[config.mk]
export PLATFORM = sky130hd
export DESIGN_NAME = vga_stream_out
export DESIGN_NICKNAME = d
export VERILOG_FILES = /design/src/rtl/vga_pkg.sv /design/src/rtl/vga_timing.sv /design/src/rtl/vga_stream_out.sv
export SDC_FILE = /design/constraint.sdc
export NUM_CORES = 1
export LEC_CHECK = 0
export CAP_MARGIN = 0
export CORE_ASPECT_RATIO = 0.9
export CORE_MARGIN = 2
export CORE_UTILIZATION = 55
export CTS_BUF_LIST = sky130_fd_sc_hd__clkbuf_16
export CTS_CLUSTER_SIZE = 28
export DETAILED_ROUTE_END_ITERATION = 10
export PLACE_DENSITY_LB_ADDON = 0.25
export SLEW_MARGIN = 5
export SYNTH_ARGS = -nofsm -noshare
export SYNTH_HDL_FRONTEND = slang
export SYNTH_HIERARCHICAL = 1
export SYNTH_SLANG_ARGS = --single-unit
[constraint.sdc]
create_clock -name clk -period 2.85 [get_ports clk]
set_input_delay 0.7125 -clock clk [delete_from_list [all_inputs] [get_ports clk]]
set_output_delay 0.7125 -clock clk [all_outputs]
set_load 0.01 [all_outputs]
[src/rtl/vga_pkg.sv]
// vga_pkg: default VGA timing, total-period and counter-width helpers shared by the video path.
package vga_pkg;

   localparam int DEF_HD = 1280;
   localparam int DEF_HF = 48;
   localparam int DEF_HR = 112;
   localparam int DEF_HB = 248;
   localparam int DEF_VD = 1024;
   localparam int DEF_VF = 1;
   localparam int DEF_VR = 3;
   localparam int DEF_VB = 38;

   function automatic int total(input int d, input int f, input int r, input int b);
      return d + f + r + b;
   endfunction

   function automatic int cnt_w(input int n);
      return (n > 1) ? $clog2(n) : 1;
   endfunction

   localparam int DEF_HTOT = total(DEF_HD, DEF_HF, DEF_HR, DEF_HB);
   localparam int DEF_VTOT = total(DEF_VD, DEF_VF, DEF_VR, DEF_VB);
   localparam int DEF_HC_W = cnt_w(DEF_HTOT);
   localparam int DEF_VC_W = cnt_w(DEF_VTOT);

endpackage

[src/rtl/vga_timing.sv]
// vga_timing: horizontal/vertical counters with sync and display-region decode of the current position.
module vga_timing
   import vga_pkg::*;
#(
   parameter int HD     = DEF_HD,
   parameter int HF     = DEF_HF,
   parameter int HR     = DEF_HR,
   parameter int HB     = DEF_HB,
   parameter int VD     = DEF_VD,
   parameter int VF     = DEF_VF,
   parameter int VR     = DEF_VR,
   parameter int VB     = DEF_VB,
   parameter bit HS_POL = 1'b1,
   parameter bit VS_POL = 1'b1,
   parameter int HC_W   = cnt_w(total(HD, HF, HR, HB)),
   parameter int VC_W   = cnt_w(total(VD, VF, VR, VB))
) (
   input  logic            clk,
   input  logic            arst,
   input  logic            en_i,
   output logic [HC_W-1:0] hc_o,
   output logic [VC_W-1:0] vc_o,
   output logic            disp_o,
   output logic            at00_o,
   output logic            hsync_o,
   output logic            vsync_o
);

   localparam int HTOT = total(HD, HF, HR, HB);
   localparam int VTOT = total(VD, VF, VR, VB);

   logic [HC_W-1:0] hc_q, hc_d;
   logic [VC_W-1:0] vc_q, vc_d;
   logic            h_end, v_end, h_sync, v_sync;

   always_comb begin
      h_end = hc_q == HC_W'(HTOT - 1);
      v_end = vc_q == VC_W'(VTOT - 1);
      hc_d  = (!en_i || h_end) ? '0 : hc_q + HC_W'(1);
      vc_d  = !en_i ? '0 : !h_end ? vc_q : v_end ? '0 : vc_q + VC_W'(1);
   end

   always_ff @(posedge clk or posedge arst) begin
      if (arst) begin
         hc_q <= '0;
         vc_q <= '0;
      end else begin
         hc_q <= hc_d;
         vc_q <= vc_d;
      end
   end

   // Disabled timing reports no display and inactive sync regardless of counter state.
   always_comb begin
      h_sync  = (hc_q >= HC_W'(HD + HF)) && (hc_q < HC_W'(HD + HF + HR));
      v_sync  = (vc_q >= VC_W'(VD + VF)) && (vc_q < VC_W'(VD + VF + VR));
      hc_o    = hc_q;
      vc_o    = vc_q;
      disp_o  = en_i && (hc_q < HC_W'(HD)) && (vc_q < VC_W'(VD));
      at00_o  = (hc_q == '0) && (vc_q == '0);
      hsync_o = (en_i && h_sync) ? HS_POL : !HS_POL;
      vsync_o = (en_i && v_sync) ? VS_POL : !VS_POL;
   end

endmodule

[src/rtl/vga_stream_out.sv]
// vga_stream_out: pixel FIFO feeding a VGA raster, realigning frames on sof and flagging underflow.
module vga_stream_out
   import vga_pkg::*;
#(
   parameter int COLOR_W    = 12,
   parameter int HD         = DEF_HD,
   parameter int HF         = DEF_HF,
   parameter int HR         = DEF_HR,
   parameter int HB         = DEF_HB,
   parameter int VD         = DEF_VD,
   parameter int VF         = DEF_VF,
   parameter int VR         = DEF_VR,
   parameter int VB         = DEF_VB,
   parameter bit HS_POL     = 1'b1,
   parameter bit VS_POL     = 1'b1,
   parameter int FIFO_DEPTH = 16
) (
   input  logic                  clk,
   input  logic                  arst,
   input  logic                  en_i,
   input  logic [COLOR_W-1:0]    pix_data_i,
   input  logic                  pix_sof_i,
   input  logic                  pix_valid_i,
   output logic                  pix_ready_o,
   input  logic                  clr_underflow_i,
   output logic                  hsync_o,
   output logic                  vsync_o,
   output logic                  de_o,
   output logic [$clog2(HD)-1:0] x_o,
   output logic [$clog2(VD)-1:0] y_o,
   output logic [COLOR_W-1:0]    rgb_o,
   output logic                  frame_start_o,
   output logic                  underflow_o
);

   localparam int HC_W = cnt_w(total(HD, HF, HR, HB));
   localparam int VC_W = cnt_w(total(VD, VF, VR, VB));
   localparam int AW   = $clog2(FIFO_DEPTH);
   localparam int XW   = $clog2(HD);
   localparam int YW   = $clog2(VD);
   localparam logic [AW:0] P_ONE = (AW + 1)'(1);

   typedef struct packed {
      logic               sof;
      logic [COLOR_W-1:0] data;
   } ent_t;

   logic [HC_W-1:0] hc;
   logic [VC_W-1:0] vc;
   logic            disp, at00, hs, vs;

   vga_timing #(
      .HD(HD), .HF(HF), .HR(HR), .HB(HB),
      .VD(VD), .VF(VF), .VR(VR), .VB(VB),
      .HS_POL(HS_POL), .VS_POL(VS_POL),
      .HC_W(HC_W), .VC_W(VC_W)
   ) u_timing (
      .clk    (clk),
      .arst   (arst),
      .en_i   (en_i),
      .hc_o   (hc),
      .vc_o   (vc),
      .disp_o (disp),
      .at00_o (at00),
      .hsync_o(hs),
      .vsync_o(vs)
   );

   ent_t        mem [FIFO_DEPTH];
   ent_t        head;
   logic [AW:0] wp_q, wp_d, rp_q, rp_d;
   logic        empty, full, push, pop;

   // A sof entry only leaves the FIFO at (0,0); elsewhere it blocks so the stream realigns to the next frame.
   always_comb begin
      empty = wp_q == rp_q;
      full  = (wp_q[AW] != rp_q[AW]) && (wp_q[AW-1:0] == rp_q[AW-1:0]);
      head  = mem[rp_q[AW-1:0]];
      push  = pix_valid_i && !full;
      pop   = disp && !empty && (!head.sof || at00);
      wp_d  = push ? wp_q + P_ONE : wp_q;
      rp_d  = pop ? rp_q + P_ONE : rp_q;
   end

   assign pix_ready_o = !full;

   always_ff @(posedge clk) begin
      if (push) mem[wp_q[AW-1:0]] <= '{sof: pix_sof_i, data: pix_data_i};
   end

   logic               hs_q, hs_d, vs_q, vs_d, de_q, de_d, fs_q, fs_d, uf_q, uf_d;
   logic [XW-1:0]      x_q, x_d;
   logic [YW-1:0]      y_q, y_d;
   logic [COLOR_W-1:0] rgb_q, rgb_d;

   always_comb begin
      hs_d  = hs;
      vs_d  = vs;
      de_d  = disp;
      x_d   = disp ? hc[XW-1:0] : '0;
      y_d   = disp ? vc[YW-1:0] : '0;
      rgb_d = pop ? head.data : '0;
      fs_d  = disp && at00;
      uf_d  = (disp && empty) || (uf_q && !clr_underflow_i);
   end

   always_ff @(posedge clk or posedge arst) begin
      if (arst) begin
         wp_q  <= '0;
         rp_q  <= '0;
         hs_q  <= !HS_POL;
         vs_q  <= !VS_POL;
         de_q  <= 1'b0;
         x_q   <= '0;
         y_q   <= '0;
         rgb_q <= '0;
         fs_q  <= 1'b0;
         uf_q  <= 1'b0;
      end else begin
         wp_q  <= wp_d;
         rp_q  <= rp_d;
         hs_q  <= hs_d;
         vs_q  <= vs_d;
         de_q  <= de_d;
         x_q   <= x_d;
         y_q   <= y_d;
         rgb_q <= rgb_d;
         fs_q  <= fs_d;
         uf_q  <= uf_d;
      end
   end

   assign hsync_o       = hs_q;
   assign vsync_o       = vs_q;
   assign de_o          = de_q;
   assign x_o           = x_q;
   assign y_o           = y_q;
   assign rgb_o         = rgb_q;
   assign frame_start_o = fs_q;
   assign underflow_o   = uf_q;

endmodule

==> out/results.txt <==
The first global-routing pass estimated 34980 µm of wire. Before CTS, the worst setup slack after placement is 249.2 ps. In the layout the commonest cells are 208 x sky130_fd_sc_hd__edfxtp_1, 66 x sky130_fd_sc_hd__dfrtp_1, 55 x sky130_fd_sc_hd__clkdlybuf4s50_1, 49 x sky130_fd_sc_hd__mux4_2, 33 x sky130_fd_sc_hd__buf_4. The worst register-to-register path has a setup slack of 310 ps.

Summing over every cut layer, the via total after detailed routing is 5738. Data on the critical path arrives at its endpoint at 3000 ps. The per-cell via count in the routed design was 5.965; the number of buffers created by CTS was 28. In this run the core area contains 49 standard-cell rows.

The sum of overflow across all layers after global routing is 0. The final weighted congestion of routability-driven global placement is 0.7876. Boundary pin count: 57. For the final routed database, the setup TNS stands at 0 ps. The relative contribution of the clock network to total power was 0.312. The total chip power was 0.01171 W. The proportion of layout cells with a drive suffix above 1 works out to 0.2178. Worst-case headroom to the max-slew limit: 0.5878. For the worst setup path, the data required time is 3310 ps. The count of antenna diodes in the layout was 0. The main flop type after synthesis was sky130_fd_sc_hd__edfxtp_1. By area the synthesized netlist is led by sky130_fd_sc_hd__edfxtp_1 57%, sky130_fd_sc_hd__dfrtp_1 16%, sky130_fd_sc_hd__mux4_2 10%. TritonCTS built the clock tree. The fill cell instance count of the final layout is 1304.

The number of H-tree levels came out at 1. The sequential cell fraction of total power was 0.425; the filler-free cell count of the finished design was 962. The run finished with clean final reports.

A synthesized cell averages 18.77 µm². Setup slack closes at 313.1 ps. The floorplan step set the die height to 138.4 µm. The cell count of the worst reg-to-reg path is 9, and the sequential fraction of the synthesis area is 0.7245. The first routing iteration left 558 violations.

The run gives 0.01980 mm² as the area of the core. Cell internal power was estimated by the tool at 0.008499 W. The total of buffers placed on input and output ports was 56; the number of clock sinks was 278. The power density over cell area was 895.6 mW/mm². Detailed placement ended at an HPWL of 14350 µm.

For the number of endpoints with negative hold slack in the final report, the log shows 0. In this run, placement finished with an instance count of 908. The highest clock frequency the design can meet was 394.2 MHz. Start-to-end type of the worst setup path: reg -> reg. Entering global routing, the biggest net connects 58 pins.

The clock tree root driver cell was sky130_fd_sc_hd__clkbuf_16. The portion of the clock cycle consumed by the worst path in the final layout was 0.8901. From left edge to right edge, the die measures 153.3 µm.

Number of cells on the worst hold path: 1. The worst hold path begins at wp_q[4]. In this run the critical register-to-register path is launched from u_timing/vc_o[4]. Counting flops and latches in the post-synthesis netlist gives 278.

The tools report the worst-case hold path end point as wp_q[4]. STA classifies the critical path endpoint as a flip-flop. Standby leakage power: 4.697 nW. The run gives 5839 as the via count of the first global-routing pass. The die covers 0.02122 mm². The capture instance of the worst register-to-register path was rgb_o[0]. The number of antenna violations at the first check in global routing was 0; the count of flip-flops with a built-in enable after synthesis was 208. In this run the worst path has a maximum fanout of 9.

The run gives 713 as the net count reported at finish. The routed wire length was 22680 µm; the part of the total power dissipated in combinational logic was 0.263. Yosys printed 6 warnings. The max-slew violation count came out at 0. sky130_fd_sc_hd__edfxtp_1 takes more of the synthesized area than any other cell.

The kind of start point of the critical path is a flip-flop. In this run the power spent charging and discharging nets is 0.003215 W. The tools report the effective utilization at floorplan as 0.5575. For the final database, setup skew stands at 10.53 ps.

The run gives 0 as the number of routed nets with antenna violations. In this run the deepest clock path goes through 3 buffers. The logs give 0.01104 mm² for the netlist area before placement and 0 for the max-cap check violation count. Counting I/O delays and the setup requirement, the final critical path takes 2537 ps.

The final-report setup violation count is 0. Path type of the worst min-delay path: reg -> reg. Clock-pin slew was measured on the worst setup and hold paths at 70 ps. Setup repair after global routing left no endpoint under its margin. Relative to the synthesized area, the layout overhead comes to 18.47%. The netlist uses 50 different library cells. The logs give 588 for the synthesized instance count and 540 ps for the clock insertion delay at the later pin of the skew report.

At the pin with the least slew margin, the transition time is 616.4 ps. The logs give 0.2171 for the total global routing track utilization and 0 for the remaining design rule violation count. The fraction of post-synthesis cell area in the top cell type by area came out at 0.5658. The final routed wire length divided by cell count was 23.57 µm; the number of optimization iterations in the first detailed-route pass was 5. The highest ir drop seen on vdd is 0.5002 mV, and the number of nets produced by synthesis is 616. The fraction of registers with async set/reset came out at 0.2518. The switching power as a share of total power is 0.2745. The library cell used most frequently in the layout, excluding fill and tap cells, is sky130_fd_sc_hd__edfxtp_1.
flip-flops by register name, indices dropped and copies added (netlist names), 5 cells and up:
| signal | cells |
|---|---|
| mem | 208 |
| y_o | 10 |
| rgb_o | 12 |
| rp_q | 5 |
| u_timing/vc_o | 11 |
| wp_q | 5 |
| u_timing/hc_o | 11 |
| x_o | 11 |
power groups by stage:
stage	Clock (W)	Sequential, W	Combinational (W)
after CTS	0.00372	0.00501	0.00307
after detailed placement	0	0.00513	0.00299
after global placement	0	0.00511	0.00295
after floorplan	0	0.00503	0.00209
after global routing	0.00389	0.00502	0.00329
final	0.00365	0.00498	0.00308
layout make-up:
type	instances	area [µm²]	share of cell area
tap	255	319.1	0.02439
sequential	278	8005	0.6121
multi-input combinational	270	2875	0.2198
clock inverter	24	235.2	0.01799
inverter	14	52.55	0.004018
clock buffer	28	700.7	0.05357
timing repair buffer	93	890.9	0.06811
per-stage QoR:
| step | util | hold slack, ps | cell area [µm²] |
|---|---|---|---|
| CTS | 0.6596 | 493.3 | 13060 |
| global placement | 0.6116 | 482.4 | 12110 |
| floorplan | - | 456.6 | 11040 |
| finish | 0.6605 | 490.1 | 13080 |
| detailed placement | 0.6116 | 485.4 | 12110 |
| global route | 0.6605 | 515.9 | 13080 |
worst max-delay path, stage by stage, from the launching register on:
cell                        delay (ps)
sky130_fd_sc_hd__dfrtp_1           470
sky130_fd_sc_hd__or4_1             580
sky130_fd_sc_hd__nor3_1            150
sky130_fd_sc_hd__nand2_1           120
sky130_fd_sc_hd__nor3_2            260
sky130_fd_sc_hd__a311oi_1           80
sky130_fd_sc_hd__o211ai_1          120
sky130_fd_sc_hd__o2111ai_2         260
sky130_fd_sc_hd__buf_4             260
sky130_fd_sc_hd__nor2b_1           150
how the worst max path moves through the flow:
stage / from / to / slack (ps) / cells past startpoint
3_3_place_gp: u_timing/vc_o[4] / rp_q[0] / 370 / 9
6_report: u_timing/vc_o[4] / rgb_o[0] / 310 / 9
5_1_grt: u_timing/vc_o[4] / rp_q[3] / 50 / 9
4_1_cts: wp_q[2] / pix_ready_o / 20 / 4
3_5_place_dp: u_timing/vc_o[4] / rp_q[0] / 250 / 9
2_1_floorplan: rp_q[0] / mem[3][0] / 200 / 8
synth_stat cells, drive strengths merged (3+ instances only):
| cell | count |
|---|---|
| a21oi | 7 |
| and2 | 25 |
| and4 | 3 |
| buf | 13 |
| clkbuf | 13 |
| dfrtp | 70 |
| edfxtp | 208 |
| ha | 10 |
| inv | 14 |
| mux2i | 4 |
| mux4 | 62 |
| nand2 | 18 |
| nand2b | 3 |
| nand3 | 12 |
| nand4 | 9 |
| nor2 | 32 |
| nor2b | 13 |
| nor3 | 9 |
| o21ai | 3 |
| o31ai | 6 |
| or4 | 9 |
| xnor2 | 9 |
| xor2 | 13 |
metal layers:
metal	routed length [µm]	share of wire	GRT usage	vias to the layer above
met2	10740	0.47	0.3294	212
met5	0	0	0	-
met1	10010	0.44	0.3413	2978
met3	1442	0.064	0.03386	43
met4	480	0.021	0.04973	0
li1	-	-	-	2505
cells by family (layout without fill, tap and decap cells):
kind of cell | after synthesis | count (layout) | share of synthesized area
fa+ha+maj | 10 | 10 | 0.01133
flops | 278 | 278 | 0.7245
mux | 68 | 68 | 0.1366
buf+inv | 40 | 159 | 0.01836
compound gates | 27 | 27 | 0.01779
simple gates | 143 | 143 | 0.07401
xor+xnor | 22 | 22 | 0.01745
what timing repair did:
action / 4_1_cts / 5_1_grt
pin swaps: 0 / 1
endpoints found under the hold margin: 0 / 0
hold buffers: 0 / 0
gates resized for setup: 2 / 3
setup buffers: 1 / 1
setup endpoints to repair: 1 / 14
Note: power is estimated with default switching activity, not from simulation.
